File: config.mk
export PLATFORM = sky130hd
export DESIGN_NAME = serial_adder
export DESIGN_NICKNAME = d
export VERILOG_FILES = /design/src/rtl/serial_adder.sv
export SDC_FILE = /design/constraint.sdc
export NUM_CORES = 1
export LEC_CHECK = 0
export ABC_CLOCK_PERIOD_IN_PS = 8119
export CAP_MARGIN = 20
export CORE_ASPECT_RATIO = 0.8
export CORE_MARGIN = 2
export CORE_UTILIZATION = 23
export DETAILED_ROUTE_END_ITERATION = 10
export HOLD_SLACK_MARGIN = 0.03
export PLACE_DENSITY = 0.49
export SYNTH_ARGS = -nofsm -noshare
export SYNTH_HDL_FRONTEND = slang
export SYNTH_SLANG_ARGS = --single-unit
export TNS_END_PERCENT = 1
File: constraint.sdc
create_clock -name clk -period 8.12 [get_ports clk]
set_input_delay 1.218 -clock clk [delete_from_list [all_inputs] [get_ports clk]]
set_output_delay 1.218 -clock clk [all_outputs]
set_load 0.01 [all_outputs]
File: src/rtl/serial_adder.sv
// Multi-cycle adder: SLICE bits per clock, LSB slice first, carry held in a register between slices.
// Optional subtract mode and overflow flag are enabled with `define SERIAL_ADDER_SUB_EN.
module serial_adder #(
    parameter int WIDTH = 32,
    parameter int SLICE = 8
) (
    input  logic             clk,
    input  logic             rst_n,
    input  logic             start,
    input  logic [WIDTH-1:0] a,
    input  logic [WIDTH-1:0] b,
    input  logic             cin,
`ifdef SERIAL_ADDER_SUB_EN
    input  logic             sub,
    output logic             ovf,
`endif
    output logic             busy,
    output logic             done,
    output logic [WIDTH-1:0] s,
    output logic             cout
);

    localparam int N  = WIDTH / SLICE;
    localparam int CW = (N > 1) ? $clog2(N) : 1;

    localparam logic [1:0] IDLE = 2'd0;
    localparam logic [1:0] RUN  = 2'd1;
    localparam logic [1:0] DONE = 2'd2;

    logic [1:0]       state_q, state_d;
    logic [WIDTH-1:0] opA_q, opA_d;
    logic [WIDTH-1:0] opB_q, opB_d;
    logic             carry_q, carry_d;
    logic [CW-1:0]    count_q, count_d;
    logic [WIDTH-1:0] shadow_q, shadow_d;
    logic [WIDTH-1:0] sum_q, sum_d;
    logic             cout_q, cout_d;
`ifdef SERIAL_ADDER_SUB_EN
    logic             ovf_q, ovf_d;
`endif

    int               sliceBase;
    logic [SLICE-1:0] sliceA;
    logic [SLICE-1:0] sliceB;
    logic [SLICE-1:0] sliceSum;
    logic [SLICE:0]   chain;
    logic [WIDTH-1:0] shadowNext;

    assign sliceBase = int'(count_q) * SLICE;
    assign sliceA    = opA_q[sliceBase +: SLICE];
    assign sliceB    = opB_q[sliceBase +: SLICE];
    assign chain[0]  = carry_q;

    // One ripple chain of one-bit full adders, reused for every slice.
    for (genvar i = 0; i < SLICE; i++) begin : g_fa
        assign sliceSum[i]  = sliceA[i] ^ sliceB[i] ^ chain[i];
        assign chain[i + 1] = (sliceA[i] & sliceB[i]) | (chain[i] & (sliceA[i] ^ sliceB[i]));
    end

    always_comb begin
        shadowNext = shadow_q;
        shadowNext[sliceBase +: SLICE] = sliceSum;
    end

    always_comb begin
        state_d  = state_q;
        opA_d    = opA_q;
        opB_d    = opB_q;
        carry_d  = carry_q;
        count_d  = count_q;
        shadow_d = shadow_q;
        sum_d    = sum_q;
        cout_d   = cout_q;
`ifdef SERIAL_ADDER_SUB_EN
        ovf_d    = ovf_q;
`endif
        case (state_q)
            IDLE, DONE: begin
                if (start) begin
                    opA_d   = a;
`ifdef SERIAL_ADDER_SUB_EN
                    // Subtract as a + ~b + 1; the external carry-in is irrelevant here.
                    opB_d   = sub ? ~b : b;
                    carry_d = sub | cin;
`else
                    opB_d   = b;
                    carry_d = cin;
`endif
                    count_d = '0;
                    state_d = RUN;
                end else begin
                    state_d = IDLE;
                end
            end
            RUN: begin
                shadow_d = shadowNext;
                carry_d  = chain[SLICE];
                count_d  = count_q + CW'(1);
                if (count_q == CW'(N - 1)) begin
                    sum_d   = shadowNext;
                    cout_d  = chain[SLICE];
`ifdef SERIAL_ADDER_SUB_EN
                    ovf_d   = chain[SLICE] ^ chain[SLICE - 1];
`endif
                    state_d = DONE;
                end
            end
            default: state_d = IDLE;
        endcase
    end

    always_ff @(posedge clk or negedge rst_n) begin
        if (!rst_n) begin
            state_q  <= IDLE;
            opA_q    <= '0;
            opB_q    <= '0;
            carry_q  <= 1'b0;
            count_q  <= '0;
            shadow_q <= '0;
            sum_q    <= '0;
            cout_q   <= 1'b0;
`ifdef SERIAL_ADDER_SUB_EN
            ovf_q    <= 1'b0;
`endif
        end else begin
            state_q  <= state_d;
            opA_q    <= opA_d;
            opB_q    <= opB_d;
            carry_q  <= carry_d;
            count_q  <= count_d;
            shadow_q <= shadow_d;
            sum_q    <= sum_d;
            cout_q   <= cout_d;
`ifdef SERIAL_ADDER_SUB_EN
            ovf_q    <= ovf_d;
`endif
        end
    end

    assign busy = (state_q == RUN);
    assign done = (state_q == DONE);
    assign s    = sum_q;
    assign cout = cout_q;
`ifdef SERIAL_ADDER_SUB_EN
    assign ovf  = ovf_q;
`endif

endmodule

[After elaboration in Yosys (flattened, before gate mapping)]
Index checks and enable logic that the tools add are counted.
Storage, ports and cells
  output and inout bits: 35
  bits in registers: 134
  input port bits: 68
  logic and storage cells: 73
Operators by class
  reduce and logical (&&, ||, !) cells: 6
  shift-type cells: 4
  bitwise gates (word level): 40
  multiplexer cells: 8
  eq/ne operators: 5
  add/sub/neg operators: 2
Operators with widths (count)
  $shiftx 32x6->8: 2
  $neg 5->33: 1
  $shift 8x33->32 const A: 1
  $shiftx 8x33->32: 1
  $bwmux 32: 1
  $and 1x1->1: 16
  $xor 1x1->1: 16
  $or 1x1->1: 8
  $pmux 2 s2: 2
  $reduce_and 2->1: 3
  $eq 2x2->1 const B: 2
  $mux 2: 2
  $add 2x1->2 const B: 1
  $eq 2x1->1 const B: 1
  $logic_not 2->1: 1
  $mux 1: 2
  $ne 2x1->1 const B: 1
  $ne 2x2->1 const B: 1
  $pmux 1 s2: 1
  $reduce_bool 2->1: 1
  $reduce_or 2->1: 1

[Logic depth before layout (Yosys ltp)]
  depth after elaboration: 19
  gate-level depth with buffers: 18
  gate-level depth less buffers: 16

[Worst setup path before layout]
OpenSTA, ideal clock, no wires.
  path kind: reg2reg
  start point: reg count_q[0]
  end point: reg sum_q[15], in the netlist s[15]
  stages on the path, launching flop included: 19
  setup slack: 3.437 ns
  arrival: 4.564 ns
  required time: 8.001 ns
  library setup time: 0.119 ns
  path buffers: 2
  period minus slack after synthesis: 4.683 ns
  cells stage by stage: dfrtp_1 > buf_6 > buf_8 > mux4_2 > inv_1 > fa_1 > fa_1 > fa_1 > fa_1 > fa_1 > inv_1 > fa_1 > inv_1 > fa_1 > inv_1 > fa_1 > inv_1 > o221ai_1 > o21a_1
On the way
  longest elaborated chain between the ends: 19
  elaborated cells between the ends (all ways): 45
  those cells by class: 1 x add/sub; 1 x eq/ne; 4 x shift; 1 x mux; 37 x bitwise; 1 x reduce/logical
RTL lines
  start: declaration: line 34  | logic [CW-1:0] count_q, count_d;
  start signal: assignment: line 130  | count_q <= count_d;
  $shiftx 32x6->8, on equally long branches: line 50, 51
  $xor 1x1->1: line 56, 57
  $and 1x1->1: line 57  | assign chain[i + 1] = (sliceA[i] & sliceB[i]) | (chain[i] & (sliceA[i] ^ sliceB[i]));
  $or 1x1->1: line 57
  $and 1x1->1: line 57
  $or 1x1->1: line 57
  $and 1x1->1: line 57
  $or 1x1->1: line 57
  [3 not listed]
  $or 1x1->1: line 57
  $and 1x1->1: line 57
  $or 1x1->1: line 57
  $and 1x1->1: line 57
  $or 1x1->1: line 57
  $xor 1x1->1: line 56  | assign sliceSum[i] = sliceA[i] ^ sliceB[i] ^ chain[i];
  $shiftx 8x33->32: line 62  | shadowNext[sliceBase +: SLICE] = sliceSum;
  $bwmux 32: line 62
  end signal: assignment: line 132  | sum_q <= sum_d;
  end: declaration: line 36  | logic [WIDTH-1:0] sum_q, sum_d;
Parallel ways exist; a longest one is shown, timed or not.
A chain may end at the register's enable or synchronous reset.

[Worst setup path in the final report]
Ends and elaborated chain as after synthesis.

==> reports/results.tsv <==
stage	metric	value	unit
setup_path	Setup crit start kind	flop	
synthesis	Synth top cells by count	nand2_1 (195), dfrtp_1 (134), nand2b_1 (37)	
layout	Final nets	766	
worst_hold_path	hold path start	opB_q[15]	
global_route	total gr overflow	0	
clock_network	H-tree depth	4	
synthesis	sequential area share after synthesis	54.55	%
sta	Fin Setup TNS	0	ps
die	site row count	53	
layout	filler instances	2774	
clock_network	CTS Buffer Depth	2	
die	Die ar.	28060	µm²
route	vias	4338	
worst_hold_path	Hold Path Class	reg2reg	
layout	Diodes inserted	0	
place	Setup Slack @ Placement	2974	ps
setup_path	CP max-delay cell	dfrtp_1	
synthesis	Syn Inst Count	588	
route	DRT antenna net count	0	
setup_path	R2R setup slack	3000	ps
setup_path	required time of the critical path	8430	ps
synthesis	most frequent cell after synthesis	nand2_1	
die	Ports	103	
sta	Fmax	195.5	MHz
route	DR iter-0 viols	343	
setup_path	Crit path largest cell delay	800	ps
sta	Slew headroom	44.33	%
die	Die Y	150.2	µm
pwr	VDD IR max	0.2549	mV
sta	Slew Limit Fails	0	
synthesis	Post-synth top flop	dfrtp_1	
synthesis	Post-synth ARST share	100.0	%
global_route	largest net degree at the start of global routing	87	
layout	multi-input logic area	2502	µm²
place	routability cong.	0.7213	
clock_network	Setup Buffers After CTS	0	
route	drt drc	0	
synthesis	Post-Synth Adder-Cell Area	3.827	%
worst_hold_path	Worst Hold Depth	2	
global_route	vias in the first global route	4420	
sta	Setup violations, final	0	
synthesis	Synth top area share	54.55	%
sta	min Tclk post-route	5115	ps
clock_network	# hold bufs at CTS	0	
sta	final setup margin	3005	ps
clock_network	Post-CTS Resized	0	
global_route	GRT Overall Usage	12.12	%
clock_network	CTS tree	built	
clock_network	CTS root buf	clkbuf_16	
setup_path	crit path DAT	5430	ps
route	vias per cell	4.116	
route	drt pass-1 iters	4	
synthesis	post-synthesis mux area share	6.106	%
sta	Worst Clk Skew	14.98	ps
setup_path	kind of critical path	reg2reg	
sta	Final Hold Vio Count	0	
global_route	initial antenna violation count	1	
setup_path	Crit Path Max Fanout	12	
worst_hold_path	hold path endpoint	opB_q[15]	
setup_path	Worst Setup End Kind	flop	
die	Chip Width	186.8	µm
global_route	first-pass GRT wire length	25780	µm
die	Initial Util	23.41	%
synthesis	main combinational cell family by area after synthesis	simple AND/OR/NAND/NOR gates	
synthesis	top post-synthesis cells by area	dfrtp_1 (55%), nand2_1 (12%), mux4_2 (5.5%)	
synthesis	Post-Syn Nets	670	
place	Post-DP HPWL	10970	µm
pwr	leakage	0.003544	µW
sta	Hold Slack	467.6	ps
pwr	Design Power	3777	µW
synthesis	post-synthesis cell area	6147	µm²
run	Max-Cap Viols	0	
sta	slew at the pin with the worst max-slew slack	835.0	ps
sta	RSZ-0062 raised after global routing	no	
setup_path	Critical R2R Capture	s[15]	
place	input/output buffers	102	
outcome	status	completed	
synthesis	Yosys warnings	0	
clock_network	worst skew pair latency	420	ps
synthesis	EDFF count, synth	0	
die	Core Area	26260	µm²
synthesis	syn_area_per_cell	10.45	µm²
clock_network	cts bufs inserted	17	
route	post-detailed-route wirelength per cell	15.34	µm
setup_path	worst r2r src	count_q[0]	
layout	Reg area	3353	µm²
clock_network	CTS sink cnt	134	
setup_path	critical path, cell by cell	mux4_2 -> inv_1 -> fa_1 -> fa_1 -> fa_1 -> fa_1 -> fa_1 -> inv_1 -> fa_1 -> inv_1 -> fa_1 -> inv_1 -> fa_1 -> inv_1 -> o221ai_1 -> o21a_1	
synthesis	Distinct cells, synth	35	
layout	Area Overhead vs Synth	31.28	%
route	WL final	16170	µm
layout	share of cells above drive strength 1	10.19	%
synthesis	XOR/XNOR share of the synthesized area	0	%
synthesis	area fraction in compound gates after synthesis	9.872	%
clock_network	clock-pin slew on the worst setup and hold paths	60	ps
synthesis	synthesized flop and latch total	134	
pwr	PwrDens	468.0	nW/µm²
sta	post-route clock period utilization	62.99	%
setup_path	most frequent CP cell	fa_1	
setup_path	Register-to-Register Path Depth	16	
synthesis	area leader, netlist	dfrtp_1	
synthesis	Post-Synth Simple-Gate Area	20.72	%
## per-stage QoR
stage	util, %	instances	area (µm²)
2_1_floorplan	-	588	6147
3_3_place_gp	28.48	1022	7478
3_5_place_dp	28.48	1022	7478
4_1_cts	30.73	1054	8070
5_1_grt	30.73	1054	8070
6_report	30.73	1054	8070
## sequential cells by signal (all words and copies together), names as in the netlist
name	count
cout	1
count_q	2
opA_q	32
state_q	2
s	32
carry_q	1
shadow_q	32
opB_q	32
## cell usage in the layout (no fill, tap or decap), types with 4 or more instances in the layout
| cell | n |
|---|---|
| nor2_1 | 25 |
| a31oi_1 | 19 |
| nand2b_1 | 36 |
| o221ai_1 | 8 |
| mux4_2 | 15 |
| a21oi_1 | 12 |
| nand2_2 | 6 |
| nand2_1 | 195 |
| fa_1 | 8 |
| clkdlybuf4s50_1 | 101 |
| clkbuf_16 | 17 |
| dfrtp_1 | 134 |
| o2bb2ai_1 | 32 |
| inv_1 | 28 |
| o21a_1 | 8 |
| buf_4 | 6 |
| nor2b_1 | 7 |
| ha_1 | 6 |
| clkinv_4 | 4 |
## where the power goes
part | internal, µW | switching, µW | total [µW]
clock | 464 | 311 | 775
sequential | 970 | 192 | 1160
combinational | 795 | 1050 | 1840
total | 2230 | 1550 | 3780
## layer usage
layer  vias to the layer above  GRT usage, %  wire length, µm  share of wire, %
met3                         4         3.193              713               4.4
met4                         0         3.452               57              0.35
met1                      2095         17.68             8545                53
met5                         -             0                0                 0
li1                       2154             -                -                 -
met2                        85         17.58             6852                42
## critical path: cells and delay by family, from the launching register on
kind,cells,cell delay [ps]
DFF,1,800
adders and majority gates,8,3120
AOI/OAI and AO/OA,2,290
buffers and inverters,5,450
muxes,1,350
## worst max path at each step
stage	startpoint	to
after CTS	count_q[0]	s[15]
after global placement	count_q[0]	s[15]
final	count_q[0]	s[15]
after floorplan	count_q[0]	s[15]
after detailed placement	count_q[0]	s[15]
after global routing	count_q[0]	s[15]
## layout make-up
cell class | instances | area share (%)
Timing Repair Buffer | 108 | 13.22
Clock inverter | 13 | 1.845
Clock buffer | 19 | 5.488
Sequential cell | 134 | 41.55
Inverter | 29 | 1.349
Tap cell | 357 | 5.535
Multi-Input combinational cell | 394 | 31.01
## logic make-up (layout without fill, tap and decap cells)
family                   count (synthesis)  in the layout
AO/OA/AOI/OAI                           82             82
adder cells (fa/ha/maj)                 14             14
buffers and inverters                   60            169
flip-flops                             134            134
multiplexers                            17             17
AND/OR/NAND/NOR                        281            281
No activity file was read; power rests on OpenSTA's default activity.
